## config.mk

```make
export PLATFORM = sky130hd
export DESIGN_NAME = clock_enable_scheduler
export DESIGN_NICKNAME = d
export VERILOG_FILES = /design/src/rtl/clock_enable_scheduler.sv
export SDC_FILE = /design/constraint.sdc
export NUM_CORES = 1
export LEC_CHECK = 0
export BUFFER_PORTS_ARGS = -buffer_cell sky130_fd_sc_hd__buf_4
export CAP_MARGIN = 0
export CELL_PAD_IN_SITES_DETAIL_PLACEMENT = 1
export CELL_PAD_IN_SITES_GLOBAL_PLACEMENT = 1
export CORE_MARGIN = 1
export CORE_UTILIZATION = 50
export DETAILED_ROUTE_END_ITERATION = 10
export HOLD_SLACK_MARGIN = 0.03
export PLACE_DENSITY = 0.88
export SLEW_MARGIN = 20
export SYNTH_ARGS = -nofsm -noshare
export SYNTH_HDL_FRONTEND = slang
export SYNTH_SLANG_ARGS = --single-unit
```

## constraint.sdc

```tcl
create_clock -name clk -period 3.1 [get_ports clk]
set_clock_uncertainty 0.05 [all_clocks]
set_input_delay 0.465 -clock clk [delete_from_list [all_inputs] [get_ports clk]]
set_output_delay 0.465 -clock clk [all_outputs]
set_load 0.02 [all_outputs]
```

## src/rtl/clock_enable_scheduler.sv

```systemverilog
`default_nettype none
// ============================================================================
// Module   : clock_enable_scheduler
// Function : Shared prescaler plus per-channel divided single-cycle enables.
//            Define CES_ONESHOT_EN to enable per-channel one-shot mode.
// Revision : 1.0 - initial release
// ============================================================================
module clock_enable_scheduler #(
  parameter int CLK_FREQ  = 12_000_000,
  parameter int BASE_FREQ = 1_000_000,
  parameter int CHANNELS  = 4,
  parameter int DIV_BITS  = 8
) (
  input  logic                                                clk,
  input  logic                                                rst_n,
  input  logic                                                cfg_we,
  input  logic [((CHANNELS > 1) ? $clog2(CHANNELS) : 1)-1:0] cfg_ch,
  input  logic [DIV_BITS-1:0]                                 cfg_div,
  input  logic                                                cfg_run,
  input  logic                                                cfg_oneshot,
  input  logic                                                sync,
  output logic                                                base_tick,
  output logic [CHANNELS-1:0]                                 en,
  output logic [CHANNELS-1:0]                                 running
);

  localparam int c_PRESCALE = CLK_FREQ / BASE_FREQ;
  localparam int c_PRE_BITS = (c_PRESCALE > 1) ? $clog2(c_PRESCALE) : 1;
  localparam int c_CH_BITS  = (CHANNELS > 1) ? $clog2(CHANNELS) : 1;
  localparam logic [c_PRE_BITS-1:0] c_PRE_RELOAD = c_PRE_BITS'(c_PRESCALE - 1);

  logic [c_PRE_BITS-1:0] r_pre;
  logic                  r_base_tick;
  logic                  w_tick;

  assign w_tick    = (r_pre == '0);
  assign base_tick = r_base_tick;

  always_ff @(posedge clk or negedge rst_n) begin
    if (!rst_n) begin
      r_pre       <= c_PRE_RELOAD;
      r_base_tick <= 1'b0;
    end else if (sync) begin
      r_pre       <= c_PRE_RELOAD;
      r_base_tick <= 1'b0;
    end else begin
      r_pre       <= w_tick ? c_PRE_RELOAD : r_pre - c_PRE_BITS'(1);
      r_base_tick <= w_tick;
    end
  end

`ifndef CES_ONESHOT_EN
  logic w_unused_oneshot;
  assign w_unused_oneshot = cfg_oneshot;
`endif

  for (genvar i = 0; i < CHANNELS; i++) begin : g_ch
    logic [DIV_BITS-1:0] r_div;
    logic [DIV_BITS-1:0] r_cnt;
    logic                r_run;
    logic                r_en;
    logic                w_sel;
    logic                w_os;

    // Out-of-range indices match no channel, so such writes are dropped.
    assign w_sel      = cfg_we && (cfg_ch == c_CH_BITS'(i));
    assign en[i]      = r_en;
    assign running[i] = r_run;

`ifdef CES_ONESHOT_EN
    logic r_os;
    assign w_os = r_os;

    always_ff @(posedge clk or negedge rst_n) begin
      if (!rst_n) begin
        r_os <= 1'b0;
      end else if (w_sel) begin
        r_os <= cfg_oneshot;
      end
    end
`else
    assign w_os = 1'b0;
`endif

    always_ff @(posedge clk or negedge rst_n) begin
      if (!rst_n) begin
        r_div <= '0;
        r_cnt <= '0;
        r_run <= 1'b0;
        r_en  <= 1'b0;
      end else if (w_sel) begin
        r_div <= cfg_div;
        r_cnt <= cfg_div;
        r_run <= cfg_run;
        r_en  <= 1'b0;
      end else if (sync) begin
        r_cnt <= r_div;
        r_en  <= 1'b0;
      end else if (w_tick && r_run) begin
        if (r_cnt == '0) begin
          r_en  <= 1'b1;
          r_cnt <= r_div;
          if (w_os) begin
            r_run <= 1'b0;
          end
        end else begin
          r_cnt <= r_cnt - DIV_BITS'(1);
          r_en  <= 1'b0;
        end
      end else begin
        r_en <= 1'b0;
      end
    end
  end

endmodule
`default_nettype wire
```

# Yosys cells after proc, flatten, opt, wreduce, memory -nomap -nowiden
# Index checks and enable logic that the tools add are counted.
# W data, S select, Z words.
[word_totals]
output_inout_bits = 9
word_cells = 79
register_bits = 77
inputBits = 16
[op_classes]
muxes = 35
n_reduce_logical = 18
n_addsub = 5
eq_ne = 3
[ops]
columns = ["op", "count"]
rows = [
  ["$mux W8", 16],
  ["$logic_not A8 Y1", 4],
  ["$sub A8 B1 Y8 const B", 4],
  ["$mux W1", 17],
  ["$reduce_bool A3 Y1", 4],
  ["$logic_and A1 B1 Y1", 8],
  ["$mux W4", 2],
  ["$eq A2 B2 Y1 const B", 2],
  ["$logic_not A4 Y1", 1],
  ["$sub A4 B1 Y4 const B", 1],
  ["$eq A2 B1 Y1 const B", 1],
  ["$logic_not A2 Y1", 1],
]

# Longest topological paths before layout
# Gate-level depths: netlist of run 1.
[logic_depth]
word_depth = 5
mapped_depth = 8
ltp_nobuf = 7

# Least setup slack after synthesis of run 1
# No wires, ideal clock.
[synth_timing]
path_kind = "flip-flop to flip-flop"
start = "register g_ch[3].r_cnt[0]"
end = "register g_ch[3].r_cnt[1]"
setup_time_ns = 0.131
path_slack_ns = 1.196
n_path_buf = 0
period_less_slack_ns = 1.904
arrival_time_ns = 1.723
stages_incl_launch_ff = 8
required_time_ns = 2.919
path_cell_list = "dfrtp_1 inv_1 ha_1 nor3b_1 a21oi_1 or3_1 o221ai_1 o21ai_0"
[synth_between]
elab_chain_len = 5
word_cells_on_any_way = 6
cone_classes = "add/sub: 1; mux: 4; reduce/logical: 1"
[synth_rtl]
columns = ["item", "line_no", "source"]
rows = [
  ["start: declaration", "59", "logic [DIV_BITS-1:0] r_cnt;"],
  ["start signal: assignment", "93", "r_cnt <= cfg_div;"],
  ["start signal: assignment", "97", "r_cnt <= r_div;"],
  ["start signal: assignment", "102", "r_cnt <= r_div;"],
  ["$sub A8 B1 Y8 or $logic_not A8 Y1 (tied branches)", "107, 100", ""],
  ["$mux W8 (*)", "100", "if (r_cnt == '0) begin"],
  ["$mux W8 (*)", "99", "end else if (w_tick && r_run) begin"],
  ["$mux W8 (*)", "96", "end else if (sync) begin"],
  ["$mux W8 (*)", "91", "end else if (w_sel) begin"],
]
# Mark *: on every way between the ends. The rest lies on a longest branch, timed or not. The select of a mux whose other input is x is not followed.
# A chain may end at the register's enable or synchronous reset.

# Final worst setup path of run 1
# Same ends and word-level chain as after synthesis.

==> results of run 1 <==
[cells in the final DEF (no fill, tap or decap), types with 3 or more instances in the layout]
| master | instances |
|---|---|
| nor3_1 | 12 |
| dfstp_2 | 3 |
| and3_1 | 4 |
| nand2_1 | 145 |
| buf_4 | 25 |
| nand3b_1 | 5 |
| nand2b_1 | 4 |
| o21a_1 | 3 |
| ha_1 | 10 |
| inv_1 | 18 |
| a21oi_1 | 22 |
| o211ai_1 | 9 |
| or3_1 | 4 |
| a31oi_1 | 19 |
| and2_1 | 3 |
| nor4_1 | 6 |
| xor2_1 | 4 |
| nor2_1 | 42 |
| nor3b_1 | 3 |
| o21ai_0 | 19 |
| o22ai_1 | 6 |
| dfrtp_1 | 74 |
| a21o_1 | 6 |
| a22oi_1 | 3 |
| nand3_1 | 11 |
| and3b_1 | 3 |
| o2111ai_1 | 3 |
| clkbuf_8 | 10 |
| nand4_1 | 3 |
| o221ai_1 | 9 |
| nor2b_1 | 5 |
[stage by stage]
step           utilization, %  hold slack [ns]  area (um^2)  setup WS [ns]  power, mW
3_3_place_gp             54.4            0.396         4530          0.907       2.05
4_1_cts                  57.0            0.249         4760          0.709       3.00
5_1_grt                  57.1            0.131         4760          0.516       3.16
3_5_place_dp             54.4            0.409         4530          0.768       2.12
2_1_floorplan               -            0.119         4350           1.20       1.88
6_report                 57.1           0.0632         4760          0.648       3.00
[logic make-up (layout without fill, tap and decap cells)]
| family | count (synthesis) | after routing |
|---|---|---|
| flops | 77 | 77 |
| fa+ha+maj | 10 | 10 |
| buf+inv | 45 | 60 |
| compound gates | 122 | 122 |
| xor+xnor | 4 | 4 |
| simple gates | 262 | 262 |
[registers in the layout, summed over array words and instances (netlist names)]
register,flops
g_ch.r_div,32
r_pre,4
g_ch.r_run,4
g_ch.r_en,4
base_tick,1
g_ch.r_cnt,32
[critical path: stages, from the launching register on]
cell,delay [ns]
dfrtp_1,0.42
inv_1,0.12
ha_1,0.23
nor3b_1,0.51
a21oi_1,0.37
or3_1,0.41
o221ai_1,0.08
o21ai_0,0.13
[final cells by class]
type	count	area share (%)
timing repair buffer	26	4.18
sequential	77	40.6
multi-input combinational	398	46.4
tap	105	2.76
inverter	18	1.42
clock buffer	10	2.89
clock inverter	6	1.81
[how the worst max path moves through the flow]
stage	start	slack, ns	end	cells past startpoint
3_5_place_dp	g_ch[3].r_cnt[0]$_DFFE_PN0P_	0.77	g_ch[3].r_cnt[1]$_DFFE_PN0P_	7
2_1_floorplan	g_ch[3].r_cnt[0]$_DFFE_PN0P_	1.20	g_ch[3].r_cnt[1]$_DFFE_PN0P_	7
6_report	g_ch[3].r_cnt[0]$_DFFE_PN0P_	0.65	g_ch[3].r_cnt[1]$_DFFE_PN0P_	7
4_1_cts	g_ch[3].r_cnt[0]$_DFFE_PN0P_	0.71	g_ch[3].r_cnt[1]$_DFFE_PN0P_	7
3_3_place_gp	g_ch[0].r_cnt[0]$_DFFE_PN0P_	0.91	g_ch[0].r_cnt[0]$_DFFE_PN0P_	7
5_1_grt	g_ch[3].r_cnt[0]$_DFFE_PN0P_	0.52	g_ch[3].r_cnt[1]$_DFFE_PN0P_	7
[per-layer routing]
| metal | GRT usage [%] | wire, um | vias up |
|---|---|---|---|
| met5 | 0 | 0 | - |
| met4 | 13.6 | 393 | 0 |
| met3 | 3.51 | 430 | 28 |
| met2 | 51.4 | 6260 | 83 |
| met1 | 39.3 | 5620 | 2037 |
| li1 | - | - | 1852 |
[power by group]
group	total [mW]	switching (mW)	leakage, nW	internal (mW)
Clock	0.876	0.402	0.112	0.474
Sequential	1.37	0.193	0.952	1.18
Combinational	0.752	0.452	1.16	0.300
Total	3.00	1.05	2.23	1.95
==> key figures, run 1 <==
Worst setup path
  – Data arrival, critical path: between 2 and 3 ns
  – Reg2Reg Capture Point: g_ch[3].r_cnt[1]$_DFFE_PN0P_
  – Crit Path Category: reg -> reg
  – Critical path data required time: ~3.3 ns
  – Largest fanout on the critical path: 8
  – CP endpoint kind: flop
  – Reg2reg path depth: 7
  – Worst reg2reg setup slack: roughly 0.65 ns
  – Worst R2R Start: g_ch[3].r_cnt[0]$_DFFE_PN0P_
  – Worst setup SP type: flop

Detailed routing
  – Wirelength, routed: between 10 and 15 mm
  – Vias per cell: approximately 6.3
  – Antenna Nets Post-Route: 0
  – DRT Pass-1 Iters: 4
  – Wirelength per Cell: approximately 20 um
  – Via count: 4000
  – Initial DRC count: roughly 170
  – DRC violations left: 0

Layout
  – Share of layout cells above drive strength 1: a little over a tenth
  – Nets@finish: between 500 and 600
  – Fillers: about 1000
  – Finished Layout Cells: 640
  – Multi-input logic area: about 2200 um^2
  – Seq. cell area: just under 2000 um^2
  – Syn-to-layout area delta: 9.37%
  – Diodes inserted: 0

Logic synthesis
  – Asr flop ratio synth: 100%
  – Post-synthesis simple-gate area fraction: around 28%
  – Post-synth net total: 546
  – Top_reg_cell synth: dfrtp_1
  – Synth Area in Compound Gates: between 10% and 20%
  – Largest family of logic cells by synthesized area: simple AND/OR/NAND/NOR gates
  – Cell count after synthesis: 520
  – EDFF count, synth: 0
  – Most frequent cell after synthesis: nand2_1
  – Synthesis-stage register bit count: 77
  – Seq/Total Area, Yosys: about 44%
  – Synth cell count leaders: 145 x nand2_1, 74 x dfrtp_1, 42 x nor2_1
  – Post-synthesis adder-cell area fraction: under 10%
  – Top cell type's share of synthesized area: 42.5%
  – Cell variety after synth: 62
  – Largest cells by area after synthesis: dfrtp_1 43%, nand2_1 13%, nor2_1 3.6%
  – Post-synth top area cell: dfrtp_1
  – Synth warn: 0
  – Synth Area in XOR/XNOR: 0.805%
  – Synthesized cell area: 4350 um^2
  – Multiplexer share of the synthesized area: 0%
  – Avg Cell Area, Syn: approximately 8.4 um^2

Timing
  – Final period util: about four fifths
  – Slew margin rel.: approximately 52%
  – Final TNS setup: 0 ns
  – Worst-Margin Slew: 0.722 ns
  – Fmax: roughly 410 MHz
  – Hold Violations, Final: 0
  – Slew Limit Fails: 0
  – Min Clock Period, post-route: 2.45 ns
  – Final setup violation count: 0
  – RSZ-0062 raised after global routing: no

Clock tree
  – Worst-Skew Late Latency: 0.36 ns
  – CTS Buf Count: 9
  – Post CTS Setup Buffer Count: 0
  – Clk buf depth: 2
  – Root buffer cell: clkbuf_8
  – CTS tree: done
  – Clock Sink Count: 77
  – # resized after CTS: 0
  – Post-CTS Hold Fix Bufs: 0
  – Worst-path clk slew: approximately 0.09 ns
  – H-tree depth: 3

Power
  – Power per cell area: approximately 630 nW/um^2
  – P_leak: approximately 2.2 nW
  – VDD IR max: just under 0.3 mV

Placed design
  – Port buffer count: 23
  – Placed Instances: between 600 and 700
  – Placer Congestion: 0.832
  – Placed wire-length estimate: approximately 8.7 mm

Floorplan
  – Initial core utilization: 52.2%
  – Die Height: between 90 and 100 um
  – Rows: 33
  – # IOs: 25
  – Die width: between 90 and 100 um
  – Core area: 8340 um^2
  – DIE AREA: roughly 9100 um^2

Global routing
  – GRT Total Usage: a little under a third
  – Initial antenna violation count: 0
  – Number of global-route vias before repair: between 4000 and 5000
  – Pin count of the biggest net entering global routing: slightly below 80
  – Grt ovf: 0
  – Global-route wire length before repair: around 21 mm

Status
  – Outcome: finished, final reports clean

Job
  – Max cap viols: 0

Hold path
  – Worst Hold Class: in -> async
Note: power is estimated with default switching activity, not from simulation.
==> run 2: changes to the inputs <==
--- a/config.mk
+++ b/config.mk
@@ -10,10 +10,10 @@
 export CELL_PAD_IN_SITES_DETAIL_PLACEMENT = 1
 export CELL_PAD_IN_SITES_GLOBAL_PLACEMENT = 1
 export CORE_MARGIN = 1
-export CORE_UTILIZATION = 50
+export CORE_UTILIZATION = 42
 export DETAILED_ROUTE_END_ITERATION = 10
 export HOLD_SLACK_MARGIN = 0.03
-export PLACE_DENSITY = 0.88
+export PLACE_DENSITY = 0.79
 export SLEW_MARGIN = 20
 export SYNTH_ARGS = -nofsm -noshare
 export SYNTH_HDL_FRONTEND = slang
==> constraint.sdc (replaced) <==
create_clock -name clk -period 2.1 [get_ports clk]
set_clock_uncertainty 0.05 [all_clocks]
set_input_delay 0.315 -clock clk [delete_from_list [all_inputs] [get_ports clk]]
set_output_delay 0.315 -clock clk [all_outputs]
set_load 0.02 [all_outputs]
==> run 2 against run 1 <==
Global-route usage fell by 5.4 points. Combinational power is 62% higher. Largest power group unchanged. Routed wire length grew 2.9%. Maximum frequency is 21% higher.
==> key figures, run 2 (synthesis gave the netlist of run 1 again) <==
Status
  – Outcome: finished, final reports clean (unchanged)

Detailed routing
  – Initial DRC count: 199 (was 173)
  – Via count: 4025 (was 4000)
  – DRT Pass-1 Iters: 4 (unchanged)
  – DRC violations left: 0 (unchanged)
  – Wirelength per Cell: 18.7 um (was 19.8 um)
  – Antenna Nets Post-Route: 0 (unchanged)
  – Vias per cell: 5.76 (was 6.25)
  – Wirelength, routed: 13.1 mm (was 12.7 mm)

Timing
  – Slew margin rel.: 61.5% (was 51.9%)
  – Min Clock Period, post-route: 2.03 ns (was 2.45 ns)
  – Final setup violation count: 0 (unchanged)
  – RSZ-0062 raised after global routing: yes (was no)
  – Slew Limit Fails: 0 (unchanged)
  – Worst-Margin Slew: 0.572 ns (was 0.722 ns)
  – Final period util: 96.8% (was 79.1%)
  – Hold Violations, Final: 0 (unchanged)
  – Final TNS setup: 0 ns (unchanged)
  – Fmax: 492 MHz (was 408 MHz)

Layout
  – Highest-count cells in the layout ignoring fill and taps: 143 x nand2_1, 74 x dfrtp_1, 54 x buf_4 (was 145 x nand2_1, 74 x dfrtp_1, 42 x nor2_1)
  – Commonest non-fill, non-tap cell in the layout: nand2_1 (unchanged)
  – Share of layout cells above drive strength 1: 16.4% (was 10.7%)
  – Nets@finish: 587 (was 556)
  – Biggest regs: g_ch.r_cnt x32, g_ch.r_div x32 (unchanged)
  – Multi-input logic area: 2260 um^2 (was 2210 um^2)
  – Seq. cell area: 1930 um^2 (unchanged)
  – Fillers: 1219 (was 1025)
  – Diodes inserted: 0 (unchanged)
  – Syn-to-layout area delta: 17.6% (was 9.37%)

Power
  – Sw power: 1.57 mW (was 1.05 mW)
  – Clock power frac: 29.8% (was 29.2%)
  – Comb pwr share: 26.4% (was 25.1%)
  – VDD IR max: 0.430 mV (was 0.294 mV)
  – P_leak: 2.40 nW (was 2.23 nW)
  – Power per cell area: 901 nW/um^2 (was 630 nW/um^2)
  – PnR Total Power: 4.61 mW (was 3.00 mW)
  – Internal: 3.04 mW (was 1.95 mW)
  – Net Sw Frac: 34.0% (was 34.9%)
  – Sequential share of power: 43.8% (was 45.7%)

Worst setup path
  – Crit Path Category: reg -> reg (unchanged)
  – Data arrival, critical path: 2.23 ns (was 2.63 ns)
  – Crit-path cells: inv_1 -> ha_1 -> nor3b_2 -> buf_4 -> and2_1 -> a31oi_2 -> o21ai_1 -> a21o_1 (was inv_1 -> ha_1 -> nor3b_1 -> a21oi_1 -> or3_1 -> o221ai_1 -> o21ai_0)
  – CP delay by family, top: compound AO/OA/AOI/OAI gates (was simple AND/OR/NAND/NOR gates)
  – Critical path data required time: 2.30 ns (was 3.27 ns)
  – CP endpoint kind: flop (unchanged)
  – Buf/Inv on CP: 2 (was 1)
  – Largest fanout on the critical path: 3 (was 8)
  – Worst path max stage delay: 0.54 ns (was 0.51 ns)
  – Worst setup SP type: flop (unchanged)
  – Critical-path top delay cell: dfstp_2 (was nor3b_1)

Clock tree
  – Clk buf depth: 2 (unchanged)
  – CTS tree: done (unchanged)
  – H-tree depth: 3 (unchanged)
  – Post CTS Setup Buffer Count: 0 (unchanged)
  – CTS Buf Count: 9 (unchanged)
  – Root buffer cell: clkbuf_8 (unchanged)
  – Worst-Skew Late Latency: 0.36 ns (about the same)
  – Worst-path clk slew: 0.08 ns (was 0.09 ns)
  – Clock Sink Count: 77 (unchanged)

Placed design
  – Port buffer count: 23 (unchanged)
  – Placer Congestion: 0.828 (was 0.832)
  – Placed wire-length estimate: 9.27 mm (was 8.71 mm)

Floorplan
  – Die Height: 104 um (was 95.3 um)
  – Rows: 36 (was 33)
  – Core area: 9910 um^2 (was 8340 um^2)
  – DIE AREA: 10800 um^2 (was 9080 um^2)
  – Die width: 104 um (was 95.3 um)
  – # IOs: 25 (unchanged)
  – Initial core utilization: 43.9% (was 52.2%)

Global routing
  – Global-route wire length before repair: 21.4 mm (was 20.9 mm)
  – GRT Total Usage: 25.2% (was 30.5%)
  – Initial antenna violation count: 0 (unchanged)
  – Number of global-route vias before repair: 4046 (was 4122)
  – Grt ovf: 0 (unchanged)
  – Pin count of the biggest net entering global routing: 35 (was 78)

Hold path
  – Worst Hold Class: in -> reg (was in -> async)

Job
  – Max cap viols: 0 (unchanged)
-- run 2: final cells by class --
cell class	instances	area share, %
Multi-Input combinational cell	398	44.1
Clock inverter	6	2.18
Tap cell	133	3.25
Sequential cell	77	37.7
Inverter	18	1.32
Timing Repair Buffer	57	8.90
Clock buffer	10	2.49
-- run 2: power groups by stage --
stage	combinational [mW]	sequential, mW	clock (mW)
2_1_floorplan	0.826	1.95	0
3_3_place_gp	1.11	2.00	0
3_5_place_dp	1.18	2.03	0
4_1_cts	1.21	2.00	1.40
5_1_grt	1.36	2.06	1.46
6_report	1.22	2.02	1.38
-- run 2: timing repair --
| item | in CTS | in global routing |
|---|---|---|
| hold endpoints to repair | 21 | 0 |
| gates resized for setup | 1 | 11 |
| hold buffers | 1 | 0 |
| setup endpoints to repair | 1 | 13 |
-- run 2: layer usage --
layer / up-vias / share of wire [%] / global-route usage [%]
met2: 73 / 51 / 43.5
li1: 1911 / - / -
met5: - / 0 / 0
met4: 0 / 1.2 / 6.73
met3: 13 / 4.6 / 3.71
met1: 2028 / 43 / 32.9
-- run 2: final timing paths --
kind                                     from                           end  slack [ns]  depth (start not counted)
setup / recovery           r_pre[0]$_DFF_PN1_  g_ch[3].r_cnt[3]$_DFFE_PN0P_        0.07                          8
hold / removal                        cfg_run     g_ch[1].r_run$_DFFE_PN0P_        0.16                          3
setup reg to reg           r_pre[0]$_DFF_PN1_  g_ch[3].r_cnt[3]$_DFFE_PN0P_        0.07                          8
hold reg to reg            r_pre[0]$_DFF_PN1_            r_pre[0]$_DFF_PN1_        0.42                          1
max in group asynchronous               rst_n            r_pre[0]$_DFF_PN1_        0.96                          3
min in group asynchronous               rst_n  g_ch[0].r_cnt[1]$_DFFE_PN0P_        0.35                          2
-- run 2: worst min-delay path, stage by stage --
cell and delay [ns]:
buf_4 0.12, nand2_1 0.05, nand2_1 0.05
-- run 2: metrics by stage --
step | setup slack [ns] | util (%) | instances | hold slack (ns) | area (um^2)
after floorplan | 0.196 | - | 520 | -0.0306 | 4350
after global placement | 0.132 | 48.6 | 682 | 0.191 | 4820
after detailed placement | 0.0594 | 48.6 | 682 | 0.192 | 4820
after CTS | 0.0298 | 51.2 | 699 | 0.143 | 5070
after global routing | -0.0368 | 51.7 | 699 | 0.144 | 5120
final | 0.0662 | 51.7 | 699 | 0.157 | 5120
